### src/rtl/addsub_share_ctrl_if.sv
// rtl/addsub_share_ctrl_if.sv - requester and shared add/sub bus bundle for addsub_share_ctrl
//
// Purpose: groups both requester channels and the shared 4-bit adder/subtractor
// connection into one bundle.
//   slave  : controller view (requests and adder results in; grants, results,
//            adder operands out)
//   master : requester/adder view (the opposite directions)
// Optional macro ADDSUB_SHARE_OVF_EN adds the per-requester ovf0/ovf1 flags.
interface addsub_share_ctrl_if;
  logic       req0, req1;
  logic       op0, op1;
  logic [3:0] a0, b0, a1, b1;
  logic       gnt0, gnt1;
  logic       done0, done1;
  logic [3:0] res0, res1;
  logic       cout0, cout1;
  logic       busy;
  logic [3:0] adder_a, adder_b;
  logic       adder_select;
  logic [3:0] adder_sum;
  logic       adder_cout;
`ifdef ADDSUB_SHARE_OVF_EN
  logic       ovf0, ovf1;
`endif

  modport slave (
`ifdef ADDSUB_SHARE_OVF_EN
    output ovf0, ovf1,
`endif
    input  req0, req1, op0, op1, a0, b0, a1, b1, adder_sum, adder_cout,
    output gnt0, gnt1, done0, done1, res0, res1, cout0, cout1, busy,
    output adder_a, adder_b, adder_select
  );

  modport master (
`ifdef ADDSUB_SHARE_OVF_EN
    input  ovf0, ovf1,
`endif
    output req0, req1, op0, op1, a0, b0, a1, b1, adder_sum, adder_cout,
    input  gnt0, gnt1, done0, done1, res0, res1, cout0, cout1, busy,
    input  adder_a, adder_b, adder_select
  );
endinterface

### src/rtl/addsub_share_ctrl.sv
// rtl/addsub_share_ctrl.sv - round-robin time-sharing controller for one 4-bit add/sub unit
//
// Purpose: arbitrates two operand requesters onto a single shared adder/subtractor,
// holds the adder inputs stable for SETTLE_CYCLES cycles, then captures sum and
// carry into the owner's result register with a one-cycle done pulse.
// Parameters: SETTLE_CYCLES (1..15) cycles the adder inputs are held before capture.
// Ports:
//   clk, rst_n : clock, asynchronous active-low reset
//   bus        : addsub_share_ctrl_if.slave
//                req/op/a/b per requester in, gnt/done/res/cout per requester out,
//                busy out, adder_a/adder_b/adder_select out, adder_sum/adder_cout in
// Optional macro ADDSUB_SHARE_OVF_EN: adds signed-overflow flags ovf0/ovf1,
// captured together with the result.
module addsub_share_ctrl #(
  parameter int unsigned SETTLE_CYCLES = 2
) (
  input  logic                 clk,
  input  logic                 rst_n,
  addsub_share_ctrl_if.slave   bus
);

  typedef enum logic {IDLE, SETTLE} state_t;

  state_t     state, state_nx;
  logic [3:0] count, count_nx;
  logic       last;
  logic       owner;
  logic       eff0, eff1;
  logic       pick1;
  logic       grant;
  logic       capture;

  always_ff @(posedge clk or negedge rst_n) begin
    if (!rst_n) begin
      state <= IDLE;
      count <= 4'd0;
    end else begin
      state <= state_nx;
      count <= count_nx;
    end
  end

  always_comb begin
    state_nx = state;
    count_nx = count;
    grant    = 1'b0;
    capture  = 1'b0;
    // A requester still holding req in its own done cycle only competes when
    // the other side is not asking; this keeps the partner from being starved.
    eff0  = bus.req0 & ~(bus.done0 & bus.req1);
    eff1  = bus.req1 & ~(bus.done1 & bus.req0);
    // On a tie, the requester not served last wins (last = 1 favours req0).
    pick1 = eff1 & (~eff0 | ~last);
    case (state)
      IDLE: begin
        if (eff0 | eff1) begin
          grant    = 1'b1;
          state_nx = SETTLE;
          count_nx = 4'(SETTLE_CYCLES - 1);
        end
      end
      SETTLE: begin
        if (count != 4'd0) begin
          count_nx = count - 4'd1;
        end else begin
          capture  = 1'b1;
          state_nx = IDLE;
        end
      end
      default: state_nx = IDLE;
    endcase
  end

  always_ff @(posedge clk or negedge rst_n) begin
    if (!rst_n) begin
      last             <= 1'b1;
      owner            <= 1'b0;
      bus.gnt0         <= 1'b0;
      bus.gnt1         <= 1'b0;
      bus.done0        <= 1'b0;
      bus.done1        <= 1'b0;
      bus.res0         <= 4'd0;
      bus.res1         <= 4'd0;
      bus.cout0        <= 1'b0;
      bus.cout1        <= 1'b0;
      bus.busy         <= 1'b0;
      bus.adder_a      <= 4'd0;
      bus.adder_b      <= 4'd0;
      bus.adder_select <= 1'b0;
`ifdef ADDSUB_SHARE_OVF_EN
      bus.ovf0         <= 1'b0;
      bus.ovf1         <= 1'b0;
`endif
    end else begin
      bus.done0 <= 1'b0;
      bus.done1 <= 1'b0;
      if (grant) begin
        // Operands are latched here so later changes on a/b/op cannot disturb
        // the operation in flight.
        owner            <= pick1;
        bus.adder_a      <= pick1 ? bus.a1  : bus.a0;
        bus.adder_b      <= pick1 ? bus.b1  : bus.b0;
        bus.adder_select <= pick1 ? bus.op1 : bus.op0;
        bus.gnt0         <= ~pick1;
        bus.gnt1         <= pick1;
        bus.busy         <= 1'b1;
      end
      if (capture) begin
        bus.gnt0 <= 1'b0;
        bus.gnt1 <= 1'b0;
        bus.busy <= 1'b0;
        last     <= owner;
        if (owner) begin
          bus.res1  <= bus.adder_sum;
          bus.cout1 <= bus.adder_cout;
          bus.done1 <= 1'b1;
`ifdef ADDSUB_SHARE_OVF_EN
          bus.ovf1  <= (bus.adder_a[3] ~^ (bus.adder_b[3] ^ bus.adder_select)) &
                       (bus.adder_sum[3] ^ bus.adder_a[3]);
`endif
        end else begin
          bus.res0  <= bus.adder_sum;
          bus.cout0 <= bus.adder_cout;
          bus.done0 <= 1'b1;
`ifdef ADDSUB_SHARE_OVF_EN
          bus.ovf0  <= (bus.adder_a[3] ~^ (bus.adder_b[3] ^ bus.adder_select)) &
                       (bus.adder_sum[3] ^ bus.adder_a[3]);
`endif
        end
      end
    end
  end

endmodule

### src/flat_wrapper.sv
// flat-port wrapper written by rule: the top's interface ports become plain ports
module addsub_share_ctrl_flat 
#(
  parameter int unsigned SETTLE_CYCLES = 2
)
  (clk, rst_n, bus_req0, bus_req1, bus_op0, bus_op1, bus_a0, bus_b0, bus_a1, bus_b1, bus_adder_sum, bus_adder_cout, bus_gnt0, bus_gnt1, bus_done0, bus_done1, bus_res0, bus_res1, bus_cout0, bus_cout1, bus_busy, bus_adder_a, bus_adder_b, bus_adder_select);
  addsub_share_ctrl_if bus_i ();
  input  logic clk;
  input  logic rst_n;
  input wire logic [$bits(bus_i.req0)-1:0] bus_req0;
  input wire logic [$bits(bus_i.req1)-1:0] bus_req1;
  input wire logic [$bits(bus_i.op0)-1:0] bus_op0;
  input wire logic [$bits(bus_i.op1)-1:0] bus_op1;
  input wire logic [$bits(bus_i.a0)-1:0] bus_a0;
  input wire logic [$bits(bus_i.b0)-1:0] bus_b0;
  input wire logic [$bits(bus_i.a1)-1:0] bus_a1;
  input wire logic [$bits(bus_i.b1)-1:0] bus_b1;
  input wire logic [$bits(bus_i.adder_sum)-1:0] bus_adder_sum;
  input wire logic [$bits(bus_i.adder_cout)-1:0] bus_adder_cout;
  output wire logic [$bits(bus_i.gnt0)-1:0] bus_gnt0;
  output wire logic [$bits(bus_i.gnt1)-1:0] bus_gnt1;
  output wire logic [$bits(bus_i.done0)-1:0] bus_done0;
  output wire logic [$bits(bus_i.done1)-1:0] bus_done1;
  output wire logic [$bits(bus_i.res0)-1:0] bus_res0;
  output wire logic [$bits(bus_i.res1)-1:0] bus_res1;
  output wire logic [$bits(bus_i.cout0)-1:0] bus_cout0;
  output wire logic [$bits(bus_i.cout1)-1:0] bus_cout1;
  output wire logic [$bits(bus_i.busy)-1:0] bus_busy;
  output wire logic [$bits(bus_i.adder_a)-1:0] bus_adder_a;
  output wire logic [$bits(bus_i.adder_b)-1:0] bus_adder_b;
  output wire logic [$bits(bus_i.adder_select)-1:0] bus_adder_select;
  assign bus_i.req0 = bus_req0;
  assign bus_i.req1 = bus_req1;
  assign bus_i.op0 = bus_op0;
  assign bus_i.op1 = bus_op1;
  assign bus_i.a0 = bus_a0;
  assign bus_i.b0 = bus_b0;
  assign bus_i.a1 = bus_a1;
  assign bus_i.b1 = bus_b1;
  assign bus_i.adder_sum = bus_adder_sum;
  assign bus_i.adder_cout = bus_adder_cout;
  assign bus_gnt0 = bus_i.gnt0;
  assign bus_gnt1 = bus_i.gnt1;
  assign bus_done0 = bus_i.done0;
  assign bus_done1 = bus_i.done1;
  assign bus_res0 = bus_i.res0;
  assign bus_res1 = bus_i.res1;
  assign bus_cout0 = bus_i.cout0;
  assign bus_cout1 = bus_i.cout1;
  assign bus_busy = bus_i.busy;
  assign bus_adder_a = bus_i.adder_a;
  assign bus_adder_b = bus_i.adder_b;
  assign bus_adder_select = bus_i.adder_select;
  addsub_share_ctrl #(.SETTLE_CYCLES(SETTLE_CYCLES)) u_core (.clk(clk), .rst_n(rst_n), .bus(bus_i));
endmodule
### config.mk
export PLATFORM = sky130hd
export DESIGN_NAME = addsub_share_ctrl_flat
export DESIGN_NICKNAME = d
export VERILOG_FILES = /design/src/rtl/addsub_share_ctrl_if.sv /design/src/rtl/addsub_share_ctrl.sv /design/src/flat_wrapper.sv
export SDC_FILE = /design/constraint.sdc
export NUM_CORES = 1
export LEC_CHECK = 0
export CORE_MARGIN = 4
export CORE_UTILIZATION = 50
export CTS_CLUSTER_DIAMETER = 30
export DETAILED_ROUTE_END_ITERATION = 7
export DONT_BUFFER_PORTS = 1
export HOLD_SLACK_MARGIN = 0.06
export PLACE_DENSITY = 0.65
export SKIP_LAST_GASP = 1
export SLEW_MARGIN = 20
export SYNTH_ARGS = -nofsm -noshare
export SYNTH_HDL_FRONTEND = slang
export SYNTH_SLANG_ARGS = --single-unit
### constraint.sdc
create_clock -name clk -period 2.65 [get_ports clk]
set_input_delay 0.265 -clock clk [delete_from_list [all_inputs] [get_ports clk]]
set_output_delay 0.265 -clock clk [all_outputs]
set_load 0.05 [all_outputs]
## Word level (Yosys, flattened, before mapping)

Index checks and enable logic that the tools add are counted.

- Flip-flop bits (word level): 31
- Input port bits: 27
- Output and inout bits: 24

- Add/sub/neg operators: 1
- Equal/unequal tests: 2
- Muxes and demuxes: 22
- Bitwise logic cells: 14
- Reduce and logical (&&, ||, !) cells: 5

Operators by type and width:

| kind | number |
|---|---|
| 1-bit 2-to-1 mux | 16 |
| 4-bit 2-to-1 mux | 4 |
| 4-bit case mux with 2 select lines | 1 |
| 1-bit NOT | 7 |
| 2-bit AND reduction | 3 |
| 1-bit bitwise AND | 5 |
| 4-bit nonzero test | 1 |
| 4-bit by 1-bit subtractor with 4-bit output, second input constant | 1 |
| 2-bit by 1-bit != test with 1-bit output, second input constant | 1 |
| 2-bit != test, second input constant | 1 |
| 1-bit bitwise OR | 2 |
| 1-bit case mux with 2 select lines | 1 |
| 2-bit nonzero test | 1 |

## Longest topological paths before layout

Gate-level depths: netlist (run 1).

- Depth after elaboration: 9
- Depth in mapped cells: 6

## Worst setup path after synthesis (run 1)

Ideal clock, no wire load.

- Kind: register to register
- Start: reg u_core.count[0]
- End: reg u_core.bus.cout0
- Data arrival time: 1.580 ns
- Data required time: 2.525 ns
- Path slack: 0.946 ns
- Cell stages (with the launch flop): 7
- Path buffers: 0
- Clock period less this slack: 1.704 ns
- Cells stage by stage: dfrtp_1 > inv_1 > ha_1 > nand2b_4 > or3b_4 > nor2_8 > mux2_2

- Cells in the longest elaborated chain, start to end: 4

Ends and longest elaborated chain:

| element | RTL line | RTL |
|---|---|---|
| from (decl) | addsub_share_ctrl.sv:25 | `logic [3:0] count, count_nx;` |
| from (signal assigned) | addsub_share_ctrl.sv:39 | `count <= count_nx;` |
| 4-bit nonzero test | addsub_share_ctrl.sv:63 | `if (count != 4'd0) begin` |
| 1-bit 2-to-1 mux | addsub_share_ctrl.sv:63 |  |
| 1-bit 2-to-1 mux | addsub_share_ctrl.sv:54 | `case (state)` |
| 2-bit AND reduction (no line) | -- |  |
| to (signal assigned) | addsub_share_ctrl.sv:123 | `bus.cout0 <= bus.adder_cout;` |
| to (decl) | addsub_share_ctrl_if.sv:31 | `output gnt0, gnt1, done0, done1, res0, res1, cout0, cout1, busy,` |

Every way passes these cells.
A chain may end at the register's enable or synchronous reset.

## Final worst setup path (run 1)

- Start: reg u_core.count[0]
- End: reg u_core.bus.res0[3]

- Cells in the longest elaborated chain, start to end: 4

Ends and longest elaborated chain:

| element | RTL line | RTL |
|---|---|---|
| 4-bit nonzero test | addsub_share_ctrl.sv:63 |  |
| 1-bit 2-to-1 mux | addsub_share_ctrl.sv:63 |  |
| 1-bit 2-to-1 mux | addsub_share_ctrl.sv:54 |  |
| 2-bit AND reduction (no line) | -- |  |
| to (signal assigned) | addsub_share_ctrl.sv:122 | `bus.res0 <= bus.adder_sum;` |
| to (decl) | addsub_share_ctrl_if.sv:31 |  |

Every way passes these cells.

==> metrics.txt, run 1 <==
Fin Setup TNS=0 ns; vias=820; xor and xnor area share after synthesis=less than 1%; endpoints failing setup=0; router iterations before antenna repair=3; H-tree depth=2; Worst Tran Pin Value=0.5372 ns; max-slew violation total from the final report=0; number of global-route vias before repair=between 800 and 900; Post-CTS Resized=0; number of CTS-inserted buffers=5; largest net degree at the start of global routing=32; Worst Setup Start Kind=flop; Compound-Gate Fraction of Synth Area=11.05%; fill count=around 240; Slew HR=64.19%; outcome=finished, final reports clean; Post CTS Setup Buffer Count=0; DR iter-0 viols=17; antenna violations before repair=0; wire per inst=16.58 um; register area share after synthesis=58.15%; # nets final=146; simple-gate portion of the synthesized area=11.05%; synthesis-stage register bit count=31; vias per cell=5.541; Synth cell types=28; Clock Skews=0.008086 ns; worst hold-check path type=primary input to flop; drt total wl=2454 um; Critical Path RT=2.86 ns; main combinational cell family by area after synthesis=multiplexers; synthesized instance count=110; Tmin final=1.804 ns; total track usage=between 10% and 20%; grt total ovfl=0; CP arrival=2.02 ns; first-pass GRT wire length=4008 um; RSZ-0062 raised after global routing=false; synthesis-to-finish area growth=9.083%; multiplexer share of the synthesized area=between 10% and 20%; Post-DRT Antenna Nets=0; GP Congestion=between 0.6 and 0.7; share of layout cells above drive strength 1=22.03%; ANT cells=0; Vert. Die Dim=59.70 um; CP Max Fanout=7; Root Driver=clkbuf_4; placed instance area=0.001371 mm^2; die area=0.003563 mm^2; post-synthesis area per instance=12.15 um^2; CTS Hold Bufs=2; utilization after layout=57.79%; Worst Path Class, Setup=flop to flop; TritonCTS clock tree=done; Clock Path Buffers=2; post-synthesis instance area=0.001336 mm^2; Worst setup EP type=flop; Core Rows=18; Syn Nets=138; DRC violations left=0; Starting Density=52.98%; area share of fa/ha/maj cells after synthesis=0.9363%; final cycle utilization of the critical path=68.08%; final instance area=0.001458 mm^2; Yosys warnings=0; die width=59.70 um; Ports=between 50 and 60; fmax=0.5543 GHz; CORE AREA=between 0.002 and 0.003 mm^2; Clock Sink Count=31; Skew-Pair Late Insertion Delay=0.32 ns; PortBufs=0; CTS clock-pin slew for the worst setup and hold paths=0.09 ns; Detailed Place HPWL=1848 um; max cap viols=0; Final Hold Viols=0
==> critical path: stages (launching register included) <==
cell and delay, ns:
dfrtp_1 0.38, inv_1 0.09, ha_1 0.21, nand2b_4 0.08, or3b_4 0.42, nor2_8 0.15, mux2_2 0.35
==> flip-flops by register name (all words and copies together), names as in the netlist, 4 cells and up <==
| name | cells |
|---|---|
| u_core.bus.adder_a | 4 |
| u_core.bus.adder_b | 4 |
| u_core.bus.res0 | 4 |
| u_core.bus.res1 | 4 |
| u_core.count | 4 |
==> final cells by class <==
cell class                      count  area [um^2]  share of cell area (%)
Sequential cell                    31        777.0                   53.30
Multi-Input combinational cell     70        519.2                   35.62
Clock buffer                        6        51.30                   3.519
Timing Repair Buffer                4        45.04                   3.090
Tap cell                           30        37.54                   2.575
Inverter                            6        22.52                   1.545
Clock inverter                      1        5.005                  0.3433
==> cell usage after synthesis <==
library cell	number	share of area, %
a21o_1	1	0.56
nor3b_1	1	0.56
o2bb2ai_1	1	0.66
dfstp_2	1	2.0
a31oi_2	1	0.94
or3b_4	1	0.84
nand2_1	6	1.7
nor2b_1	1	0.47
inv_1	6	1.7
nor3_1	1	0.37
buf_2	2	0.75
nor2_1	13	3.7
a21oi_1	10	3.7
o22ai_1	3	1.4
o21a_1	1	0.56
a22o_1	1	0.66
ha_1	1	0.94
nand2b_4	1	1.0
a41oi_2	1	1.2
nand2b_1	2	0.94
o21bai_1	1	0.56
dfrtp_1	30	56
o21ai_0	2	0.75
mux2i_1	9	6.7
nor2_8	1	1.5
mux2_2	10	8.4
xor2_1	1	0.66
buf_4	1	0.56
==> per-layer routing <==
layer  part of all wire, %  vias to the layer above  wire length [um]  track usage (%)
li1                      -                      391                 -                -
met1                    39                      396               949            17.71
met2                    51                       31              1243            24.69
met3                    10                        2               255            8.639
met4                  0.20                        0                 5            4.747
met5                     0                        -                 0                0
==> metrics by stage <==
stage	hold WS [ns]	setup WS (ns)	std cells
3_5_place_dp	-0.02945	0.8505	139
2_1_floorplan	-0.03059	0.9456	110
6_report	0.08783	0.8459	148
3_3_place_gp	-0.02952	0.9000	139
5_1_grt	0.06733	0.7068	148
4_1_cts	0.07529	0.8311	148
==> cell usage in the layout, fill, tap and decap left out, types with 2 or more instances in the layout <==
| cell | synthesis | routed |
|---|---|---|
| inv_1 | 6 | 6 |
| nand2b_1 | 2 | 2 |
| buf_4 | 1 | 2 |
| mux2i_1 | 9 | 9 |
| clkbuf_4 | 0 | 5 |
| nor2_1 | 13 | 13 |
| mux2_2 | 10 | 10 |
| o21ai_0 | 2 | 2 |
| o22ai_1 | 3 | 3 |
| nand2_1 | 6 | 6 |
| dfrtp_1 | 30 | 30 |
| a21oi_1 | 10 | 10 |
==> worst paths after layout <==
check	depth (start not counted)	end	start	slack, ns
min in group asynchronous	2	u_core.count[3]	rst_n	0.37
worst min-delay path	1	u_core.bus.res1[0]	bus_adder_sum[0]	0.09
worst max register to register	6	u_core.bus.res0[3]	u_core.count[0]	0.85
worst max-delay path	6	u_core.bus.res0[3]	u_core.count[0]	0.85
max in group asynchronous	2	u_core.last	rst_n	2.04
worst min register to register	2	u_core.last	u_core.last	0.52
==> cell families (layout without fill, tap and decap cells) <==
family	Yosys count	count (layout)
adders and majority gates	1	1
and+or+nand+nor	27	27
buffers and inverters	9	17
AOI/OAI and AO/OA	22	22
DFF	31	31
xor gates and xnor gates	1	1
muxes	19	19
Power of run 1 is left out: the tool's default activity adds up to more than one toggle a clock period on the data nets, which glitch-free logic cannot reach.
==> run 2: changes to the inputs <==
==> constraint.sdc (replaced) <==
create_clock -name clk -period 1.8 [get_ports clk]
set_input_delay 0.18 -clock clk [delete_from_list [all_inputs] [get_ports clk]]
set_output_delay 0.18 -clock clk [all_outputs]
set_load 0.05 [all_outputs]
==> run 2 against run 1 <==
Compared with the run above: via count rose by 8.8%; core utilization rose by 6.8 points; register-to-register slack got worse by 0.75 ns; critical path depth did not move; first-iteration DRC count rose by 76%; worst setup slack got worse by 0.75 ns; clock skew rose by 0.0011 ns; routed wire length rose by 5.9%; clock-buffer cell count rose by 2; global-route usage rose by 0.74 points; maximum frequency rose by 5.6%.
==> metrics.txt, run 2 (synthesized netlist as in run 1, its figures left out) <==
fmax=0.5853 GHz (+5.6%); GP Congestion=0.6668 (-0.51%); antenna violations before repair=0 (unchanged); router iterations before antenna repair=4 (+1); share of layout cells above drive strength 1=23.36% (+1.3 points); Crit Reg-Reg Startpoint=u_core.count[0]; commonest non-fill, non-tap cell in the layout=dfrtp_1; end of the worst hold path=u_core.bus.adder_b[3]; Post-DRT Antenna Nets=0 (unchanged); Detailed Place HPWL=1797 um (-2.8%); ANT cells=0 (unchanged); endpoints failing setup=0 (unchanged); Skew-Pair Late Insertion Delay=0.32 ns (about the same); die area=0.003563 mm^2 (unchanged); drt total wl=2598 um (+5.9%); CORE AREA=0.002522 mm^2 (unchanged); die width=59.70 um (unchanged); Clock Sink Count=31 (unchanged); Final Hold Viols=0 (unchanged); DRC violations left=0 (unchanged); Critical Path RT=2.00 ns (-0.86 ns); Clock Path Buffers=2 (unchanged); placed cells=141 (+1.4%); H-tree depth=2 (unchanged); max-slew violation total from the final report=0 (unchanged); worst vdd ir=1.281 mV; total power per unit cell area=2163 mW/mm^2; Worst Tran Pin Value=0.4845 ns (-0.05262 ns); Tmin final=1.709 ns (-0.09556 ns); Clock Skews=0.009140 ns (+0.001054 ns); Starting Density=52.98% (unchanged); first-pass GRT wire length=4222 um (+5.3%); wire per inst=15.56 um (-6.2%); CTS clock-pin slew for the worst setup and hold paths=0.09 ns (about the same); R2R cell count=6 (unchanged); vias per cell=5.341 (-3.6%); number of global-route vias before repair=951 (+6.5%); Worst Setup Start Kind=flop; Ports=51 (unchanged); vias=892 (+8.8%); PortBufs=0 (unchanged); synthesis-to-finish area growth=22.00%; outcome=finished, final reports clean; max cap viols=0 (unchanged); Vert. Die Dim=59.70 um (unchanged); final instance count without filler cells=167 (+13%); # nets final=164 (+12%); Worst Path Class, Setup=flop to flop; CP arrival=1.91 ns (-0.11 ns); most frequent cells in the layout=30 x dfrtp_1, 14 x dlygate4sd3_1, 13 x nor2_1; grt total ovfl=0 (unchanged); TritonCTS clock tree=done; final instance area=0.001630 mm^2 (+12%); Worst R2R Setup Slack=0.09 ns (-0.75 ns); total track usage=16.22% (+0.74 points); CP Max Fanout=6 (-1); largest net degree at the start of global routing=32 (unchanged); worst hold-check path type=primary input to flop; hold depth=2 (+1); Slew HR=67.70% (+3.5 points); Worst setup EP type=flop; Root Driver=clkbuf_4; Core Rows=18 (unchanged); final cycle utilization of the critical path=94.92% (+27 points); Hold Startpoint=bus_b0[3]; RSZ-0062 raised after global routing=false; placed instance area=0.001386 mm^2 (+1.1%); number of CTS-inserted buffers=5 (unchanged); Leakage=between 0.7 and 0.8 nW; DR iter-0 viols=30 (+13); Critical R2R Capture=u_core.bus.res0[2]
## run 2: how the worst max path moves through the flow
stage                    startpoint                 end  depth (start not counted)
floorplan           u_core.count[0]    u_core.bus.cout0                          6
global placement    u_core.count[0]    u_core.bus.cout0                          6
detailed placement  u_core.count[0]  u_core.bus.res0[3]                          6
CTS                 u_core.count[0]  u_core.bus.res0[2]                          6
global route        u_core.count[0]  u_core.bus.res0[2]                          6
finish              u_core.count[0]  u_core.bus.res0[2]                          6
## run 2: stage by stage
step / setup slack, ns / hold WS, ns / power (mW) / util [%] / setup TNS [ns]
6_report: 0.09146 / 0.07229 / 3.526 / 64.63 / 0
3_5_place_dp: -0.002230 / -0.1145 / 3.074 / 54.96 / -0.005579
3_3_place_gp: 0.05301 / -0.1144 / 3.026 / 54.96 / 0
2_1_floorplan: 0.09559 / -0.1156 / 2.852 / - / 0
5_1_grt: 0.02093 / 0.07127 / 3.745 / 64.63 / 0
4_1_cts: 0.001339 / 0.06106 / 3.546 / 64.34 / 0
## run 2: final cells by class
type / instances / area (um^2)
Tap cell: 30 / 37.54
Multi-Input combinational cell: 70 / 531.8
Inverter: 6 / 22.52
Timing Repair Buffer: 22 / 212.7
Fill cell: 202 / 892.1
Sequential cell: 31 / 777.0
Clock buffer: 8 / 48.80
## run 2: what timing repair did
item / CTS / global route
buffers inserted: 2 / 1
hold endpoints to repair: 46 / 0
setup endpoints to repair: 5 / 5
pin swaps: 3 / 2
hold buffers: 15 / 0
gates resized for setup: 2 / 2
## run 2: routing by layer
layer,GRT usage [%],vias up,part of all wire (%)
li1,-,433,-
met1,20.11,419,41
met2,25.46,32,49
met3,6.695,8,7.6
met4,5.696,0,2.0
met5,0,-,0
## run 2: critical path: stages, from the launching register on
cell      delay [ns]
dfrtp_1         0.40
inv_2           0.09
ha_4            0.15
nand2b_4        0.06
or3b_4          0.41
nor2_8          0.14
mux2_2          0.35
## run 2: where the power goes
| group | internal, mW | switching, mW | leakage (nW) |
|---|---|---|---|
| Combinational | 0.506 | 0.492 | 0.351 |
| Sequential | 1.02 | 1.14 | 0.363 |
| Clock | 0.155 | 0.216 | 0.0265 |
Note: power is estimated with default switching activity, not from simulation.
==> run 3: changes to the inputs <==
--- a/config.mk
+++ b/config.mk
@@ -6,12 +6,12 @@
 export NUM_CORES = 1
 export LEC_CHECK = 0
 export CORE_MARGIN = 4
-export CORE_UTILIZATION = 50
+export CORE_UTILIZATION = 55
 export CTS_CLUSTER_DIAMETER = 30
 export DETAILED_ROUTE_END_ITERATION = 7
 export DONT_BUFFER_PORTS = 1
 export HOLD_SLACK_MARGIN = 0.06
-export PLACE_DENSITY = 0.65
+export PLACE_DENSITY = 0.7
 export SKIP_LAST_GASP = 1
 export SLEW_MARGIN = 20
 export SYNTH_ARGS = -nofsm -noshare
==> run 3 against run 2 <==
Compared with the run above: final area up 1.2%; clock-buffer cell count decreased by 1; power grew 0.46%; sequential share of layout area decreased by 0.54 points; first-iteration DRC count decreased by 23%; sequential power is essentially flat; non-clock buffer count is 2 higher; critical path type unchanged; critical endpoint is now u_core.bus.res0[0].
==> metrics.txt, run 3 (synthesized netlist as in run 1, its figures left out) <==
outcome=finished, final reports clean; router iterations before antenna repair=4 (unchanged); GP Congestion=0.7412 (+11%); commonest non-fill, non-tap cell in the layout=dfrtp_1; Hold Startpoint=bus_a1[2]; number of CTS-inserted buffers=5 (unchanged); synthesis-to-finish area growth=23.41%; total track usage=19.07% (+2.9 points); Core Rows=17 (-1); Final Hold Viols=0 (unchanged); Worst Setup Start Kind=flop; # nets final=166 (+1.2%); Clock Path Buffers=2 (unchanged); hold depth=2 (unchanged); PortBufs=0 (unchanged); Slew HR=67.22% (-0.48 points); CORE AREA=0.002255 mm^2 (-11%); antenna violations before repair=0 (unchanged); DR iter-0 viols=23 (-23%); Skew-Pair Late Insertion Delay=0.33 ns (about the same); DP Worst Slack=-0.01002 ns (-0.007789 ns); Worst setup EP type=flop; fill count=171 (-15%); worst vdd ir=1.357 mV (+5.9%); H-tree depth=2 (unchanged); Vert. Die Dim=57.29 um (-4.0%); RSZ-0062 raised after global routing=false; Final WS setup=0.04322 ns (-0.04823 ns); Worst R2R Setup Slack=0.04 ns (-0.05 ns); first-pass GRT wire length=4616 um (+9.3%); Power, Total=3.543 mW (+0.46%); Starting Density=59.27% (+6.3 points); placed instance area=0.001384 mm^2 (-0.18%); Worst Tran Pin Value=0.4918 ns (+0.007231 ns); fmax=0.5692 GHz (-2.7%); TritonCTS clock tree=done; Post-DRT Antenna Nets=0 (unchanged); end of the worst hold path=u_core.bus.adder_a[2]; DRC violations left=0 (unchanged); R2R cell count=6 (unchanged); vias=914 (+2.5%); share of layout cells above drive strength 1=23.02% (-0.34 points); Fin Hold WS=0.06579 ns (-0.006500 ns); max-slew violation total from the final report=0 (unchanged); Ports=51 (unchanged); CP Max Fanout=6 (unchanged); Clock Sink Count=31 (unchanged); wire per inst=16.50 um (+6.1%); Crit Reg-Reg Startpoint=u_core.count[1]; die width=57.29 um (-4.0%); Detailed Place HPWL=1860 um (+3.5%); drt total wl=2756 um (+6.1%); number of global-route vias before repair=961 (+1.1%); utilization after layout=73.14% (+8.5 points); endpoints failing setup=0 (unchanged); Critical R2R Capture=u_core.bus.res0[0]; grt total ovfl=0 (unchanged); Worst Path Class, Setup=flop to flop; final instance area=0.001649 mm^2 (+1.2%); total power per unit cell area=2148 mW/mm^2 (-0.68%); final cycle utilization of the critical path=97.60% (+2.7 points); max cap viols=0 (unchanged); most frequent cells in the layout=30 x dfrtp_1, 16 x dlygate4sd3_1, 13 x nor2_1; worst hold-check path type=primary input to flop; CP arrival=1.97 ns (+0.06 ns); vias per cell=5.473 (+2.5%); Root Driver=clkbuf_4; Clock Skews=0.01217 ns (+0.003031 ns); Leakage=0.7525 nW (+1.6%); Critical Path RT=2.01 ns (about the same); Tmin final=1.757 ns (+0.04823 ns); ANT cells=0 (unchanged); die area=0.003282 mm^2 (-7.9%); largest net degree at the start of global routing=32 (unchanged); CTS clock-pin slew for the worst setup and hold paths=0.09 ns (about the same)
[run 3: cell count changes in the layout (fill, tap and decap cells not counted)]
cell,previous run,this run
inv_1,4,5
dlygate4sd3_1,14,16
clkbuf_1,3,2
clkinv_2,0,1
inv_2,2,1
[run 3: area by class of cell]
cell class / instances / area [um^2] / share of cell area [%]
Clock inverter: 1 / 5.005 / 0.3035
Multi-Input combinational cell: 70 / 531.8 / 32.25
Timing Repair Buffer: 24 / 232.7 / 14.11
Tap cell: 28 / 35.03 / 2.124
Inverter: 6 / 22.52 / 1.366
Clock buffer: 7 / 45.04 / 2.731
Sequential cell: 31 / 777.0 / 47.12
[run 3: metrics by stage]
stage / cells / setup TNS [ns]
3_3_place_gp: 139 / 0
6_report: 167 / 0
2_1_floorplan: 110 / 0
4_1_cts: 167 / 0
5_1_grt: 167 / 0
3_5_place_dp: 139 / -0.02192
[run 3: where the power goes]
part	internal, mW	switching [mW]	leakage, nW
logic	0.507	0.500	0.360
registers	1.02	1.13	0.363
clock network	0.152	0.231	0.0293
total	1.68	1.86	0.752
[run 3: worst max-delay path by stage]
stage	endpoint	cells past startpoint	from
after floorplan	u_core.bus.cout0	6	u_core.count[0]
after global placement	u_core.bus.res0[2]	6	u_core.count[0]
after detailed placement	u_core.bus.res0[0]	6	u_core.count[0]
after CTS	u_core.bus.res0[0]	6	u_core.count[1]
after global routing	u_core.bus.res0[0]	6	u_core.count[1]
final	u_core.bus.res0[0]	6	u_core.count[1]
[run 3: timing repair]
item                                    4_1_cts  5_1_grt
resized for setup                             3        0
gates cloned                                  0        0
endpoints found under the setup margin        5        5
pin swaps                                     3        1
hold buffers                                 17        0
buffers inserted                              3        0
endpoints found under the hold margin        47        0
[run 3: worst max-delay path, stage by stage (launching register included)]
cell and delay [ns]:
dfrtp_1 0.39, inv_1 0.10, ha_4 0.16, nand2b_4 0.06, or3b_4 0.43, nor2_8 0.15, mux2_2 0.35
[run 3: layer usage]
layer	part of all wire [%]	vias up	global-route usage (%)
met4	0.62	0	7.947
met1	39	447	21.86
li1	-	438	-
met5	0	-	0
met3	7.4	2	8.597
met2	53	27	31.00
